**config.mk**
```make
export PLATFORM = sky130hd
export DESIGN_NAME = dwell_driver
export DESIGN_NICKNAME = d
export VERILOG_FILES = /design/src/rtl/dwell_driver.sv
export SDC_FILE = /design/constraint.sdc
export NUM_CORES = 1
export LEC_CHECK = 0
export BUFFER_PORTS_ARGS = -buffer_cell sky130_fd_sc_hd__clkbuf_2
export CORE_AREA = 2 2 47 49
export DETAILED_ROUTE_END_ITERATION = 12
export DIE_AREA = 0 0 49 51
export PLACE_DENSITY = 0.86
export SLEW_MARGIN = 20
export SYNTH_ARGS = -nofsm -noshare
export SYNTH_HDL_FRONTEND = slang
export SYNTH_SLANG_ARGS = --single-unit
```
**constraint.sdc**
```tcl
create_clock -name clk -period 4.05 [get_ports clk]
set_clock_uncertainty 0.05 [all_clocks]
set_input_delay 0.6075 -clock clk [delete_from_list [all_inputs] [get_ports clk]]
set_output_delay 0.6075 -clock clk [all_outputs]
set_load 0.03 [all_outputs]
```
**src/rtl/dwell_driver.sv**
```systemverilog
// Output line driver: applies set/clear strobes to a pin, spacing
// successive pin transitions at least MIN_DWELL clocks apart.
module dwell_driver #(
  parameter int         MIN_DWELL = 500000,
  parameter int         CNT_W     = 19,
  parameter logic       INIT      = 1'b0
) (
  input  logic clk,
  input  logic rst,
  input  logic i_set,
  input  logic i_clr,
  output logic o_state,
  output logic o_rise,
  output logic o_fall,
  output logic o_ready,
  output logic o_pending
);

  localparam logic [CNT_W-1:0] LOAD = CNT_W'(MIN_DWELL - 1);

  logic             r_state;
  logic             r_target;
  logic [CNT_W-1:0] r_cnt;
  logic             r_rise;
  logic             r_fall;

  logic             w_req_vld;
  logic             w_req;
  logic             w_eff;
  logic             w_ready;
  logic             w_fire;
  logic             w_state_nxt;
  logic             w_target_nxt;
  logic [CNT_W-1:0] w_cnt_nxt;
  logic             w_rise_nxt;
  logic             w_fall_nxt;

  // Set and clear together cancel each other out.
  assign w_req_vld = i_set ^ i_clr;
  assign w_req     = i_set;
  assign w_eff     = w_req_vld ? w_req : r_target;
  assign w_ready   = (r_cnt == '0);
  assign w_fire    = w_ready && (w_eff != r_state);

  always_ff @(posedge clk) begin
    if (rst) begin
      r_state  <= INIT;
      r_target <= INIT;
      r_cnt    <= '0;
      r_rise   <= 1'b0;
      r_fall   <= 1'b0;
    end else begin
      r_state  <= w_state_nxt;
      r_target <= w_target_nxt;
      r_cnt    <= w_cnt_nxt;
      r_rise   <= w_rise_nxt;
      r_fall   <= w_fall_nxt;
    end
  end

  always_comb begin
    w_state_nxt  = r_state;
    w_target_nxt = r_target;
    w_cnt_nxt    = r_cnt;
    w_rise_nxt   = 1'b0;
    w_fall_nxt   = 1'b0;
    if (w_req_vld)
      w_target_nxt = w_req;
    if (w_fire) begin
      w_state_nxt = w_eff;
      w_rise_nxt  = w_eff;
      w_fall_nxt  = ~w_eff;
      w_cnt_nxt   = LOAD;
    end else if (!w_ready) begin
      w_cnt_nxt = r_cnt - CNT_W'(1);
    end
  end

  always_comb begin
    o_state   = r_state;
    o_rise    = r_rise;
    o_fall    = r_fall;
    o_ready   = w_ready;
    o_pending = (r_target != r_state);
  end

endmodule

```
==> results.sh <==
export IMPL_outcome="complete, no violations"
export IMPL_yosysTopAreaCell="dfxtp_1"
export IMPL_die_w_um=49
export IMPL_relSlewSlack=0.411
export IMPL_synth_compound_area_frac=0.215
export IMPL_die_y_um=51
export IMPL_yosysTopAreaCellShare=0.395
export IMPL_path_common_cell="inv_1"
export IMPL_cp_start_kind="flop"
export IMPL_clk_pin_slew_ps=140
export IMPL_synth_common_cells="dfxtp_1 (23), nor2_1 (14), a21oi_1 (11), nand3_1 (7), nor3_1 (7)"
export IMPL_drt_iter0_drc=57
export IMPL_synthFlopType="dfxtp_1"
export IMPL_synth_cells=131
export IMPL_worstReg2RegStart="r_cnt[0]$_SDFFE_PP0P_"
export IMPL_fin_setup_tns_ps=0
export IMPL_cts_buffers=3
export IMPL_fin_nets=144
export IMPL_vias=1036
export IMPL_dp_hpwl_um=1810
export IMPL_wl_um=2480
export IMPL_fin_crit_sh=0.833
export IMPL_r2r_end="o_state$_SDFFE_PP0P_"
export IMPL_routed_via_density=6.28
export IMPL_synthXorXnorAreaFrac=0.0451
export IMPL_ys_ff_latch=23
export IMPL_regArea_um2=460
export IMPL_place_congestion=0.826
export IMPL_hold_end="r_cnt[7]$_SDFFE_PP0N_"
export IMPL_wl_per_cell_um=15.0
export IMPL_synth_area_leaders="dfxtp_1 (39%), a21oi_1 (4.7%), nor2_1 (4.5%), a211oi_1 (3.2%), a211oi_2 (3.2%)"
export IMPL_mappedNetlistNets=137
export IMPL_r2r_slack_ps=1480
export IMPL_diodes=0
export IMPL_yosysMostFrequentCell="dfxtp_1"
export IMPL_io_buffer_count=8
export IMPL_hold_depth=2
export IMPL_drv_cap=0
export IMPL_syn_area_per_cell_um2=8.90
export IMPL_cts_tree="done"
export IMPL_cts_root_buf="clkbuf_4"
export IMPL_synth_edf_count=0
export IMPL_placed_area_mm2=0.00122
export IMPL_tightest_slew_ps=876
export IMPL_cts_path_max_buffers=2
export IMPL_synth_top_family_by_area="simple AND/OR/NAND/NOR gates"
export IMPL_fin_area_mm2=0.00125
export IMPL_reg2reg_depth=8
export IMPL_period_needed_ps=3370
export IMPL_grt_max_degree=20
export IMPL_final_hold_violation_count=0
export IMPL_async_flop_share=0
export IMPL_pin_count=9
export IMPL_antenna_found_initial=0
export IMPL_grtUsageTotal=0.233
export IMPL_critPathSlowestCell="or4b_4"
export IMPL_min_delay_path_class="flop to flop"
export IMPL_cp_required_ps=3390
export IMPL_synth_simple_area_share=0.280
export IMPL_first_global_vias=1008
export IMPL_synth_area_mm2=0.00117
export IMPL_area_growth_pct=6.87
export IMPL_end_kind="output pin"
export IMPL_slowest_delay_ps=490
export IMPL_synthMuxAreaShare=0.00966
export IMPL_drcViolationCount=0
export IMPL_clock_sinks=23
export IMPL_min_from="r_cnt[7]$_SDFFE_PP0N_"
export IMPL_rsz0062_at_grt="no"
export IMPL_start_util=0.565
export IMPL_cts_hold_buf=0
export IMPL_crit_chain="inv_1 > ha_1 > or4b_4 > nor3_4 > nand3_1 > inv_1 > clkbuf_2"
export IMPL_rows=17
export IMPL_cts_resized=0
export IMPL_cts_htree_levels=1
export IMPL_fmax_mhz=296
export IMPL_multi_input_area_um2=666
export IMPL_die_area_mm2=0.00250
export IMPL_hold_ws_ps=452
export IMPL_grt_ovfl_total=0
export IMPL_drtAntennaViolNets=0
export IMPL_crit_fanout=12
export IMPL_clk_latency_ps=330
export IMPL_path_class="flop to output pin"
export IMPL_post_cts_repair_setup_buffers=0
export IMPL_ys_seq_area_frac=0.395
export IMPL_maxSlewViolCount=0
export IMPL_yosys_warnings=0
export IMPL_crit_arrival_ps=2720
export IMPL_design_core_area_mm2=0.00206
export IMPL_synth_cell_types=41
export IMPL_drive_above_1_share=0.204
export IMPL_dr_pass1_iters=4
export IMPL_grt_pass1_wl_um=4390
export IMPL_utilization=0.604
export IMPL_yosys_area_share_adder=0.0215
export IMPL_final_fill_count=192
export IMPL_setup_viol=0
[through the flow]
step | instances | setup slack, ps
global route | 165 | 387
floorplan | 131 | 1680
CTS | 165 | 680
finish | 165 | 676
detailed placement | 161 | 1070
global placement | 161 | 1160
[worst max-delay path by stage]
stage                           from      end  slack, ps  cells after the start
2_1_floorplan  r_cnt[0]$_SDFFE_PP0P_  o_ready       1680                      6
3_3_place_gp   r_cnt[0]$_SDFFE_PP0P_  o_ready       1160                      7
3_5_place_dp   r_cnt[0]$_SDFFE_PP0P_  o_ready       1070                      7
4_1_cts        r_cnt[0]$_SDFFE_PP0P_  o_ready        680                      7
5_1_grt        r_cnt[0]$_SDFFE_PP0P_  o_ready        390                      7
6_report       r_cnt[0]$_SDFFE_PP0P_  o_ready        680                      7
[sequential cells by signal, indices dropped and copies added (netlist names)]
name and count:
r_target 1, r_cnt 19, o_fall 1, o_state 1, o_rise 1
[cell families (layout without fill, tap and decap cells)]
group	after synthesis	count (layout)
flip-flops	23	23
AND/OR/NAND/NOR	56	56
adder cells (fa/ha/maj)	2	2
multiplexers	1	1
XOR/XNOR	6	6
AO/OA/AOI/OAI	33	33
buffers and inverters	10	16
[area by class of cell]
type / count / area share
Clock buffer: 3 / 0.0181
Clock inverter: 1 / 0.00602
Inverter: 4 / 0.0120
Multi-Input combinational cell: 98 / 0.534
Sequential cell: 23 / 0.369
Tap cell: 28 / 0.0281
Timing Repair Buffer: 8 / 0.0321
[cells in the final DEF, fill, tap and decap left out, types with 4 or more instances in the layout]
cell type	n
inv_1	4
a21oi_1	11
nor3_1	7
dfxtp_1	23
clkbuf_2	8
nand3_1	7
nand2_1	6
nor2_1	14
a211oi_1	5
[worst max-delay path, delay by kind of cell, from the launching register on]
family	cells	cell delay, ps
adder cells (fa/ha/maj)	1	150
buffers and inverters	3	640
AND/OR/NAND/NOR	3	1240
flip-flops	1	370
[metal layers]
layer / up-vias / share of wire / GRT usage
li1: 494 / - / -
met1: 488 / 0.41 / 0.264
met2: 42 / 0.50 / 0.409
met3: 12 / 0.066 / 0.0673
met4: 0 / 0.030 / 0.100
met5: - / 0 / 0
Power is not shown: default switching activity piles up to over one toggle a cycle in this logic, so the estimate is an artifact.
